File: src/rtl/iterative_shift_unit_if.sv
// rtl/iterative_shift_unit_if.sv - request/result handshake bundle for iterative_shift_unit
//
// Purpose: groups the request side (valid_i/ready_o/data_i/shamt_i/op_i), the result side
//          (valid_o/ready_i/data_o) and the busy_o status flag of the shift unit.
// Modports:
//   master : requester/consumer side (drives request fields and ready_i)
//   slave  : shift unit side (drives ready_o, valid_o, data_o, busy_o)
interface iterative_shift_unit_if #(
    parameter int nb_bits_data  = 32,
    parameter int nb_bits_shamt = 5
);
    logic                     valid_i;
    logic                     ready_o;
    logic [nb_bits_data-1:0]  data_i;
    logic [nb_bits_shamt-1:0] shamt_i;
    logic [1:0]               op_i;
    logic                     valid_o;
    logic                     ready_i;
    logic [nb_bits_data-1:0]  data_o;
    logic                     busy_o;

    modport master (
        output valid_i, data_i, shamt_i, op_i, ready_i,
        input  ready_o, valid_o, data_o, busy_o
    );

    modport slave (
        input  valid_i, data_i, shamt_i, op_i, ready_i,
        output ready_o, valid_o, data_o, busy_o
    );
endinterface

File: src/rtl/iterative_shift_unit.sv
// rtl/iterative_shift_unit.sv - multi-cycle SLL/SRL/SRA unit, one log-stage per clock
//
// Purpose: shifts a latched operand by applying fixed stages of 2**k (k = 0..nb_bits_shamt-1),
//          one stage per clock, each only when shamt bit k is set.
// Ports:
//   clk_i    : clock, rising edge
//   rst_n_i  : asynchronous reset, active-low
//   bus      : iterative_shift_unit_if.slave
//              valid_i/ready_o  request handshake (ready_o only in IDLE)
//              data_i/shamt_i/op_i  operand, shift amount, op (00 SLL, 01/10 SRL, 11 SRA)
//              valid_o/ready_i  result handshake (valid_o only in DONE)
//              data_o  result, busy_o  unit not idle
// Configuration:
//   SHIFT_EARLY_EXIT_EN : when defined, stop as soon as no higher shamt bit remains set
//                         (shamt=0 completes at the accept edge). Results are identical.
module iterative_shift_unit #(
    parameter int nb_bits_data  = 32,
    parameter int nb_bits_shamt = 5
) (
    input logic clk_i,
    input logic rst_n_i,
    iterative_shift_unit_if.slave bus
);
    typedef enum logic [1:0] {
        IDLE  = 2'd0,
        SHIFT = 2'd1,
        DONE  = 2'd2
    } state_t;

    state_t state_q, state_d;

    logic [nb_bits_data-1:0]  work_q;
    logic [nb_bits_data-1:0]  stage_out;
    logic [nb_bits_shamt-1:0] shamt_q;
    logic [nb_bits_shamt-1:0] k_q;
    logic [1:0]               op_q;
    logic                     accept;
    logic                     last_stage;

    assign accept = (state_q == IDLE) && bus.valid_i;

`ifdef SHIFT_EARLY_EXIT_EN
    // Finished once no shamt bit above the stage just applied is set.
    assign last_stage = (((shamt_q >> k_q) >> 1) == '0);
`else
    assign last_stage = (k_q == nb_bits_shamt'(nb_bits_shamt - 1));
`endif

    // One fixed-distance stage, selected by k; the loop unrolls into a small mux of
    // constant shifts rather than a full barrel shifter.
    always_comb begin
        stage_out = work_q;
        for (int i = 0; i < nb_bits_shamt; i++) begin
            if ((int'(k_q) == i) && shamt_q[i]) begin
                case (op_q)
                    2'b00:   stage_out = work_q << (1 << i);
                    2'b11:   stage_out = $unsigned($signed(work_q) >>> (1 << i));
                    default: stage_out = work_q >> (1 << i);
                endcase
            end
        end
    end

    always_ff @(posedge clk_i or negedge rst_n_i) begin
        if (!rst_n_i) begin
            state_q <= IDLE;
        end else begin
            state_q <= state_d;
        end
    end

    always_comb begin
        state_d = state_q;
        case (state_q)
            IDLE: begin
                if (bus.valid_i) begin
`ifdef SHIFT_EARLY_EXIT_EN
                    state_d = (bus.shamt_i == '0) ? DONE : SHIFT;
`else
                    state_d = SHIFT;
`endif
                end
            end
            SHIFT: begin
                if (last_stage) begin
                    state_d = DONE;
                end
            end
            DONE: begin
                if (bus.ready_i) begin
                    state_d = IDLE;
                end
            end
            default: state_d = IDLE;
        endcase
    end

    always_ff @(posedge clk_i or negedge rst_n_i) begin
        if (!rst_n_i) begin
            work_q  <= '0;
            shamt_q <= '0;
            op_q    <= '0;
            k_q     <= '0;
        end else if (accept) begin
            work_q  <= bus.data_i;
            shamt_q <= bus.shamt_i;
            op_q    <= bus.op_i;
            k_q     <= '0;
        end else if (state_q == SHIFT) begin
            work_q <= stage_out;
            k_q    <= k_q + 1'b1;
        end
    end

    assign bus.ready_o = (state_q == IDLE);
    assign bus.valid_o = (state_q == DONE);
    assign bus.busy_o  = (state_q != IDLE);
    assign bus.data_o  = work_q;
endmodule
File: src/flat_wrapper.sv
// flat-port wrapper written by rule: the top's interface ports become plain ports
module iterative_shift_unit_flat 
#(
    parameter int nb_bits_data  = 32,
    parameter int nb_bits_shamt = 5
)
  (clk_i, rst_n_i, bus_valid_i, bus_data_i, bus_shamt_i, bus_op_i, bus_ready_i, bus_ready_o, bus_valid_o, bus_data_o, bus_busy_o);
  iterative_shift_unit_if #(.nb_bits_data(nb_bits_data), .nb_bits_shamt(nb_bits_shamt)) bus_i ();
  input logic clk_i;
  input logic rst_n_i;
  input wire logic [$bits(bus_i.valid_i)-1:0] bus_valid_i;
  input wire logic [$bits(bus_i.data_i)-1:0] bus_data_i;
  input wire logic [$bits(bus_i.shamt_i)-1:0] bus_shamt_i;
  input wire logic [$bits(bus_i.op_i)-1:0] bus_op_i;
  input wire logic [$bits(bus_i.ready_i)-1:0] bus_ready_i;
  output wire logic [$bits(bus_i.ready_o)-1:0] bus_ready_o;
  output wire logic [$bits(bus_i.valid_o)-1:0] bus_valid_o;
  output wire logic [$bits(bus_i.data_o)-1:0] bus_data_o;
  output wire logic [$bits(bus_i.busy_o)-1:0] bus_busy_o;
  assign bus_i.valid_i = bus_valid_i;
  assign bus_i.data_i = bus_data_i;
  assign bus_i.shamt_i = bus_shamt_i;
  assign bus_i.op_i = bus_op_i;
  assign bus_i.ready_i = bus_ready_i;
  assign bus_ready_o = bus_i.ready_o;
  assign bus_valid_o = bus_i.valid_o;
  assign bus_data_o = bus_i.data_o;
  assign bus_busy_o = bus_i.busy_o;
  iterative_shift_unit #(.nb_bits_data(nb_bits_data), .nb_bits_shamt(nb_bits_shamt)) u_core (.clk_i(clk_i), .rst_n_i(rst_n_i), .bus(bus_i));
endmodule
File: config.mk
export PLATFORM = sky130hd
export DESIGN_NAME = iterative_shift_unit_flat
export DESIGN_NICKNAME = d
export VERILOG_FILES = /design/src/rtl/iterative_shift_unit_if.sv /design/src/rtl/iterative_shift_unit.sv /design/src/flat_wrapper.sv
export SDC_FILE = /design/constraint.sdc
export NUM_CORES = 1
export LEC_CHECK = 0
export BUFFER_PORTS_ARGS = -buffer_cell sky130_fd_sc_hd__buf_4
export CAP_MARGIN = 0
export CORE_ASPECT_RATIO = 0.6
export CORE_MARGIN = 8
export CORE_UTILIZATION = 40
export CTS_CLUSTER_DIAMETER = 50
export CTS_CLUSTER_SIZE = 14
export DETAILED_ROUTE_END_ITERATION = 16
export HOLD_SLACK_MARGIN = 0.02
export PLACE_DENSITY = 0.69
export SKIP_LAST_GASP = 1
export SYNTH_ARGS = -nofsm -noshare
export SYNTH_HDL_FRONTEND = slang
export SYNTH_SLANG_ARGS = --single-unit
File: constraint.sdc
create_clock -name clk_i -period 2.25 [get_ports clk_i]
set_clock_uncertainty 0.1 [all_clocks]
set_input_delay 0.45 -clock clk_i [delete_from_list [all_inputs] [get_ports clk_i]]
set_output_delay 0.45 -clock clk_i [all_outputs]
set_load 0.03 [all_outputs]
==> results.md, run 1 <==
- Top FF cell, synth: dfrtp_1
- Post-synth EDFFs: 0
- Share of synthesized registers carrying an async set or reset: 1.00
- Syn Area/Cell: approximately 7 sq um
- Worst-Margin Slew: about 0.64 ns
- CTS tree: built
- Placed insts: between 800 and 900
- Cell Rows: 28
- Fin nets: ~840
- Clock slew at reported path FFs: approximately 0.08 ns
- Avg WL per Cell: 26.8 um
- Final worst slack: -0.184 ns
- Core area: a little under 10,000 sq um
- Status: finished, violations left
- GP Congestion: around 1.1
- Die footprint: roughly 14,000 sq um
- Root Driver: clkbuf_16
- Hold Violations, Final: 0
- TritonCTS Buffers: 5
- Vias in the first global route: slightly below 6k
- WP data required: roughly 2.4 ns
- CTS sink count: 46
- CP startpoint kind: flip-flop
- Synth cell count leaders: nand2_1, a21oi_1, dfrtp_1
- Num ports: 78
- CP endpoint kind: flip-flop
- Violated checks: negative setup slack
- Area of the mapped netlist: 4000 sq um
- Initial antenna violation count: 0
- Detailed Route WL: 24.9 mm
- Leading post-synthesis cells by cell area: dfrtp_1, nand2_1, a21oi_1
- H-tree depth: 2
- Yosys top cell area share: 0.288
- Number of synthesized register bits: 46
- First-pass DRT Iterations: 7
- Most numerous cell in the Yosys netlist: nand2_1
- Total track usage: 0.337
- Yosys cell types: 61
- Final Cycle Share: 1.08
- Cell taking the most area after synthesis: dfrtp_1
- Min-Delay Path Class: input port to asynchronous set/reset pin
- Ys Warns: 0
- IO Port Bufs: slightly below 80
- Share of the yosys chip area belonging to registers: 0.288
- Die W: 145 um
- Setup TNS: -0.814 ns
- Hold-fix buffers, CTS: 0
- FMAX: between 0.4 and 0.5 GHz
- Drt initial violations: 1,147
- CP dominant cell by count: buf_6
- Fin cells: 928
- Clk buf depth: 2
- Clk_lat worst skew: about 0.30 ns
- Synthesized Nets: between 600 and 700
- Layout cells sized above 1: 0.517
- Tmin final: around 2.4 ns
- Critical Setup Path Class: flip-flop to flip-flop
- Largest net degree at the start of global routing: between 40 and 50
- Hold slack: between 0.07 and 0.08 ns
- Maximum capacitance violations: 0
- DR vias: ~6.4k
- Delay of the slowest cell on the worst path: around 0.40 ns
- Initial Util: 0.408
- CP Cell Sequence: inv_2 > ha_4 > buf_6 > nor2b_4 > buf_6 > buf_4 > nand2_1 > a21oi_1 > nor4_2 > a211o_1 > a21oi_2
- Max Slew Vio Count: 0
- DP Wirelength: approximately 17 mm
- Die height: 93.5 um
- Antenna-violating nets left: 0
- Synth-to-layout area growth: 78.6%
- Max FO, Critical Path: 6
- Antenna Cells: 0
- Pre-CTS setup slack: -0.440 ns
- RSZ-0062 raised after global routing: yes
- Slowest-stage cell, CP: dfrtp_1
- DRC errors left: 0
- Drt via density: 6.86
- First-pass GRT wire length: approximately 36 mm
- Final global-route overflow total: 0
- Final Setup Violations: 15
- Max transition margin: 0.570
- Crit path DAT: ~2.6 ns
- Synthesized instance count: 564
## routing by layer
metal,vias up,track usage,share of wire
met1,2931,0.447,0.38
li1,2568,-,-
met2,691,0.480,0.38
met3,179,0.145,0.18
met5,-,0,0
met4,0,0.109,0.056
## kinds of logic (layout without fill, tap and decap cells)
family	after synthesis	count (layout)	synth area share
adders and majority gates	6	6	0.0188
DFF	46	46	0.288
AOI/OAI and AO/OA	221	221	0.348
muxes	3	3	0.00750
buffers and inverters	48	275	0.0531
and+or+nand+nor	240	242	0.285
## final cells by class
cell class	count	area (sq um)
inverters	6	22.5
well taps	135	169
fillers	763	2660
clock buffers	5	125
repair buffers	261	2240
multi-input cells	472	3410
flip-flops and latches	46	1150
clock inverters	3	23.8
## metrics by stage
stage               instance area [sq um]  utilization
finish                               7150        0.729
global route                         7150        0.729
CTS                                  6450        0.657
detailed placement                   5670        0.578
global placement                     5670        0.578
floorplan                            4010            -
## cells in the final DEF (no fill, tap or decap), drive strengths merged, types with 9 or more instances in the layout
cell type    n
nor4         9
o22ai       14
nor2        38
a31oi       26
a21oi       81
nand3       34
dfrtp       46
o21ai       45
nand2      113
nor3        13
buf        259
## worst paths after layout
| kind | start | to | slack (ns) | cells after the start |
|---|---|---|---|---|
| worst max-delay path | u_core.op_q[1] | u_core.bus.data_o[6] | -0.18 | 11 |
| worst min-delay path | rst_n_i | u_core.k_q[4] | 0.07 | 1 |
| worst max register to register | u_core.op_q[1] | u_core.bus.data_o[6] | -0.18 | 11 |
| worst min register to register | u_core.shamt_q[0] | u_core.shamt_q[0] | 0.40 | 2 |
| max in group asynchronous | rst_n_i | u_core.bus.data_o[25] | 1.54 | 1 |
| min in group clk_i | bus_shamt_i[0] | u_core.shamt_q[0] | 0.24 | 3 |
## timing repair
item / CTS / global route
gates resized for setup: 98 / 132
endpoints found under the setup margin: 31 / 32
pin swaps: 32 / 55
buffers inserted: 25 / 18
gates cloned: 6 / 3
## worst max-delay path: cells and delay by family (launching register included)
family                     cells  cell delay (ns)
DFF                            1             0.40
AOI/OAI and AO/OA              3             0.80
adders and majority gates      1             0.20
and+or+nand+nor                3             0.34
buffers and inverters          4             0.52
## sequential cells by signal (all words and copies together) (netlist names)
register           flops
u_core.shamt_q         5
u_core.bus.data_o     32
u_core.op_q            2
u_core.k_q             5
u_core.state_q         2
Power of run 1 is left out: the tool's default activity adds up to more than one toggle a clock period on the data nets, which glitch-free logic cannot reach.
==> run 2: changes to the inputs <==
--- a/config.mk
+++ b/config.mk
@@ -15,6 +15,7 @@
 export DETAILED_ROUTE_END_ITERATION = 16
 export HOLD_SLACK_MARGIN = 0.02
 export PLACE_DENSITY = 0.69
+export SKIP_CTS_REPAIR_TIMING = 1
 export SKIP_LAST_GASP = 1
 export SYNTH_ARGS = -nofsm -noshare
 export SYNTH_HDL_FRONTEND = slang
==> results.md, run 2 (synthesis gave the netlist of run 1 again) <==
- Detailed Route WL: roughly 23 mm
- CP Cell Sequence: or3_4 > buf_12 > a31oi_4 > o31a_1 > buf_6 > o31ai_1 > o32ai_2 > o21ai_1
- Die height: slightly above 90 um
- Crit Reg-Reg Startpoint: u_core.k_q[2]
- Top delay family on crit path: compound AO/OA/AOI/OAI gates
- Final Setup Violations: 13
- Synth-to-layout area growth: 68.2%
- Clk_lat worst skew: ~0.30 ns
- Final global-route overflow total: 0
- DR vias: 6,052
- Max FO, Critical Path: 10
- Tmin final: roughly 2.3 ns
- FMAX: about 0.43 GHz
- Antenna Cells: 0
- CP endpoint kind: flip-flop
- Worst-Margin Slew: 0.657 ns
- Hold Violations, Final: 0
- Multi-input gate area: around 3200 sq um
- CP startpoint kind: flip-flop
- Drt via density: approximately 6.7
- Clock slew at reported path FFs: 0.07 ns
- Crit path DAT: between 2 and 2.5 ns
- Maximum capacitance violations: 0
- Final Cycle Share: 1.04
- Drt initial violations: 1,102
- WP data required: about 2.3 ns
- Layout cells sized above 1: 0.470
- Commonest non-fill, non-tap cells in the layout: buf_4, nand2_1, a21oi_1
- Root Driver: clkbuf_16
- Total track usage: 0.312
- IO Port Bufs: slightly below 80
- Post-layout util: 0.686
- Number of flip-flops in the largest register: 32
- Initial antenna violation count: 1
- Lkg Pwr: a little under 3 nW
- FF/Latch Area: 1150 sq um
- Max transition margin: 0.562
- DP Wirelength: between 15 and 20 mm
- Largest net degree at the start of global routing: 47
- Vias in the first global route: 5,606
- R2R setup slack: -0.09 ns
- Commonest non-fill, non-tap cell in the layout: buf_4
- TritonCTS Buffers: 5
- Worst Setup SP: u_core.k_q[2]
- Min-Delay Path Class: input port to asynchronous set/reset pin
- GP Congestion: about 1.1
- RSZ-0062 raised after global routing: yes
- Fill cell count: between 800 and 900
- Num ports: 78
- DRC errors left: 0
- Critical Setup Path Class: flip-flop to flip-flop
- First-pass DRT Iterations: 6
- H-tree depth: 2
- Delay of the slowest cell on the worst path: ~0.40 ns
- Post-DP Area: approximately 5700 sq um
- Avg WL per Cell: between 20 and 30 um
- Violated checks: negative setup slack
- Cell Rows: 28
- Status: finished, violations left
- Core area: just under 10,000 sq um
- Fin nets: around 820
- First-pass GRT wire length: roughly 33 mm
- Die footprint: between 10,000 and 15,000 sq um
- CTS tree: built
- Maximum VDD drop: slightly below 1000 uV
- Initial Util: 0.408
- Fin area: between 6000 and 7000 sq um
- CTS sink count: 46
- Antenna-violating nets left: 0
- Slowest-stage cell, CP: or3_4
- Crit path buf inv count: 2
- P per Cell Area: roughly 2100 nW/um^2
- Max Slew Vio Count: 0
- Final worst slack: -0.0884 ns
- Clk buf depth: 2
- Die W: 145 um
[run 2: layer usage]
metal | vias to the layer above | GRT usage | part of all wire
met5 | - | 0 | 0.0011
met4 | 2 | 0.0982 | 0.039
met3 | 128 | 0.134 | 0.16
met2 | 573 | 0.432 | 0.39
met1 | 2804 | 0.426 | 0.41
li1 | 2545 | - | -
[run 2: per-stage QoR]
step	cells	TNS, ns	hold WS (ns)	setup slack, ns	power (W)
CTS	879	-5.17	0.0909	-0.463	0.0115
floorplan	564	-0.0165	0.0544	-0.0165	0.00640
detailed placement	871	-4.37	0.387	-0.440	0.0107
global route	910	-1.50	0.112	-0.104	0.0145
finish	910	-0.331	0.0653	-0.0884	0.0140
global placement	871	-3.95	0.374	-0.476	0.0108
[run 2: path summary, 6_finish.rpt]
path | to | cells after the start
hold reg to reg | u_core.shamt_q[0] | 2
setup / recovery | u_core.bus.data_o[30] | 8
min in group clk_i | u_core.shamt_q[0] | 3
setup reg to reg | u_core.bus.data_o[30] | 8
max in group asynchronous | u_core.k_q[0] | 1
hold / removal | u_core.k_q[4] | 1
[run 2: report_power, final]
part | switching (W) | internal [W] | total (W)
Sequential | 0.000859 | 0.00125 | 0.00211
Clock | 0.000385 | 0.000418 | 0.000803
Combinational | 0.00628 | 0.00484 | 0.0111
Total | 0.00752 | 0.00650 | 0.0140
[run 2: worst register-to-register path, stage by stage, from the launching register on]
cell and delay [ns]:
dfrtp_1 0.39, or3_4 0.40, buf_12 0.17, a31oi_4 0.20
o31a_1 0.23, buf_6 0.14, o31ai_1 0.09, o32ai_2 0.39
o21ai_1 0.10
[run 2: cell type report]
| cell class | instances | area share |
|---|---|---|
| clock buffer | 5 | 0.0186 |
| clock inverter | 3 | 0.00353 |
| sequential | 46 | 0.171 |
| tap | 135 | 0.0251 |
| inverter | 6 | 0.00372 |
| multi-input combinational | 471 | 0.477 |
| timing repair buffer | 244 | 0.301 |
(Power assumes the default switching activity.)
==> run 3: changes to the inputs <==
--- a/config.mk
+++ b/config.mk
@@ -15,8 +15,8 @@
 export DETAILED_ROUTE_END_ITERATION = 16
 export HOLD_SLACK_MARGIN = 0.02
 export PLACE_DENSITY = 0.69
-export SKIP_CTS_REPAIR_TIMING = 1
 export SKIP_LAST_GASP = 1
 export SYNTH_ARGS = -nofsm -noshare
 export SYNTH_HDL_FRONTEND = slang
 export SYNTH_SLANG_ARGS = --single-unit
+export TNS_END_PERCENT = 1
==> results.md, run 3 (synthesis gave the netlist of run 1 again) <==
- Status: finished, violations left
- Violated checks: negative setup slack
- Critical Setup Path Class: flip-flop to flip-flop
- Final global-route overflow total: 0
- Hold Violations, Final: 0
- Maximum capacitance violations: 0
- GRT busiest layer: met2
- Drt via density: ~6.6
- Synth-to-layout area growth: 62.0%
- First-pass GRT wire length: roughly 33 mm
- Lkg Pwr: around 2.9 nW
- DR vias: around 6.0k
- Die height: a little over 90 um
- Crit path DAT: ~2.4 ns
- Number of flip-flops in the largest register: 32
- CTS tree: built
- Avg WL per Cell: 25.2 um
- Core area: 9810 sq um
- Final Cycle Share: 1.05
- Hold-fix buffers, CTS: 0
- DRC errors left: 0
- IO Port Bufs: 77
- Clk_lat worst skew: about 0.3 ns
- Antenna-violating nets left: 0
- Die W: 145 um
- Total track usage: 0.310
- Met2 Use GR: 0.454
- Maximum VDD drop: between 800 and 900 uV
- GP Congestion: 1.06
- Tmin final: around 2.4 ns
- Commonest non-fill, non-tap cells in the layout: buf_4, nand2_1, a21oi_1
- WP data required: 2.33 ns
- Initial antenna violation count: 0
- Max transition margin: 0.577
- Fin area: between 6000 and 7000 sq um
- Post-DP Area: 5690 sq um
- Num ports: around 80
- Commonest non-fill, non-tap cell in the layout: buf_4
- Max Slew Vio Count: 0
- Clock slew at reported path FFs: ~0.07 ns
- Pre-CTS setup slack: -0.228 ns
- TritonCTS Buffers: 5
- CP endpoint kind: flip-flop
- P per Cell Area: 2100 nW/um^2
- CTS sink count: 46
- Detailed Route WL: between 20 and 25 mm
- Die footprint: 13,600 sq um
- Reg2reg path depth: 10
- Setup TNS: -1.22 ns
- Max FO, Critical Path: 13
- First-pass DRT Iterations: 7
- CP dominant cell by count: buf_4
- Root Driver: clkbuf_16
- Min-Delay Path Class: input port to asynchronous set/reset pin
- Crit Reg-Reg Startpoint: u_core.op_q[0]
- Antenna Cells: 0
- Met1 GRT Util: 0.423
- Final Power: ~0.014 W
- CP Cell Sequence: buf_4 > ha_1 > or2_4 > buf_12 > nand2_1 > buf_4 > nand3_1 > and3_1 > o21ai_0 > a21oi_1
- Final Setup Violations: 29
- CP startpoint kind: flip-flop
- Delay of the slowest cell on the worst path: approximately 0.40 ns
- Fill cell count: ~840
- Clk buf depth: 2
- Layout cells sized above 1: 0.408
- Routing usage on met3: 0.105
- FMAX: between 0.4 and 0.5 GHz
- Vias in the first global route: around 5.5k
- H-tree depth: 2
- Final worst slack: -0.118 ns
- R2R setup slack: -0.12 ns
- Fin nets: about 820
- Reg2reg end: u_core.bus.data_o[12]
- Cell Rows: 28
- Worst-Margin Slew: about 0.64 ns
- Largest net degree at the start of global routing: 47
- Initial Util: 0.408
- RSZ-0062 raised after global routing: yes
- Slowest-stage cell, CP: dfrtp_1
- DP Wirelength: about 16 mm
- Drt initial violations: ~1.1k
[run 3: cell types whose count changed in the layout (fill, tap and decap cells not counted), moves of 5 or more]
| cell | before | now |
|---|---|---|
| nand2_1 | 85 | 97 |
| buf_4 | 222 | 212 |
| o22ai_1 | 5 | 14 |
| o22ai_2 | 9 | 0 |
| o21ai_0 | 24 | 32 |
| a21oi_1 | 69 | 76 |
| a21oi_2 | 11 | 4 |
| buf_6 | 9 | 16 |
| nand2_2 | 19 | 12 |
| o21ai_1 | 17 | 11 |
| nand2_4 | 9 | 4 |
[run 3: worst max-delay path by stage]
| stage | depth (start not counted) | start | slack, ns | end |
|---|---|---|---|---|
| 2_1_floorplan | 10 | u_core.op_q[0] | -0.02 | u_core.bus.data_o[11] |
| 3_3_place_gp | 9 | u_core.op_q[0] | -0.15 | u_core.bus.data_o[10] |
| 3_5_place_dp | 10 | u_core.k_q[0] | -0.23 | u_core.bus.data_o[28] |
| 4_1_cts | 9 | u_core.k_q[2] | -0.04 | u_core.bus.data_o[0] |
| 5_1_grt | 9 | u_core.k_q[4] | -0.19 | u_core.bus.data_o[8] |
| 6_report | 10 | u_core.op_q[0] | -0.12 | u_core.bus.data_o[12] |
[run 3: power breakdown]
group,leakage [nW],total (W),internal [W],switching (W)
clock network,0.0940,0.00102,0.000640,0.000383
registers,0.551,0.00206,0.00125,0.000810
logic,2.23,0.0105,0.00461,0.00592
total,2.88,0.0136,0.00650,0.00711
[run 3: layer usage]
| metal | share of wire | up-vias |
|---|---|---|
| li1 | - | 2536 |
| met1 | 0.40 | 2776 |
| met2 | 0.40 | 536 |
| met3 | 0.16 | 111 |
| met4 | 0.038 | 0 |
| met5 | 0 | - |
[run 3: area by class of cell]
cell class	instances	area, sq um	share of cell area
Inverter	6	22.5	0.00347
Tap cell	135	169	0.0261
Clock inverter	3	68.8	0.0106
Multi-Input combinational cell	470	2920	0.451
Sequential cell	46	1150	0.178
Timing Repair Buffer	240	2020	0.312
Clock buffer	5	125	0.0193
[run 3: repair_timing]
action | 4_1_cts | 5_1_grt
pin swaps | 12 | 27
buffers inserted | 10 | 13
resized for setup | 39 | 62
endpoints found under the setup margin | 32 | 32
gates cloned | 0 | 2
[run 3: critical path: cells and delay by family, from the launching register on]
| family | cells | cell delay (ns) |
|---|---|---|
| buf+inv | 3 | 0.46 |
| compound gates | 2 | 0.35 |
| simple gates | 4 | 0.74 |
| fa+ha+maj | 1 | 0.21 |
| flops | 1 | 0.40 |
[run 3: metrics by stage]
stage | hold slack (ns) | util | std cells
finish | 0.0735 | 0.661 | 905
CTS | 0.0930 | 0.624 | 891
floorplan | 0.0544 | - | 564
global route | 0.122 | 0.661 | 905
global placement | 0.370 | 0.580 | 873
detailed placement | 0.373 | 0.580 | 873
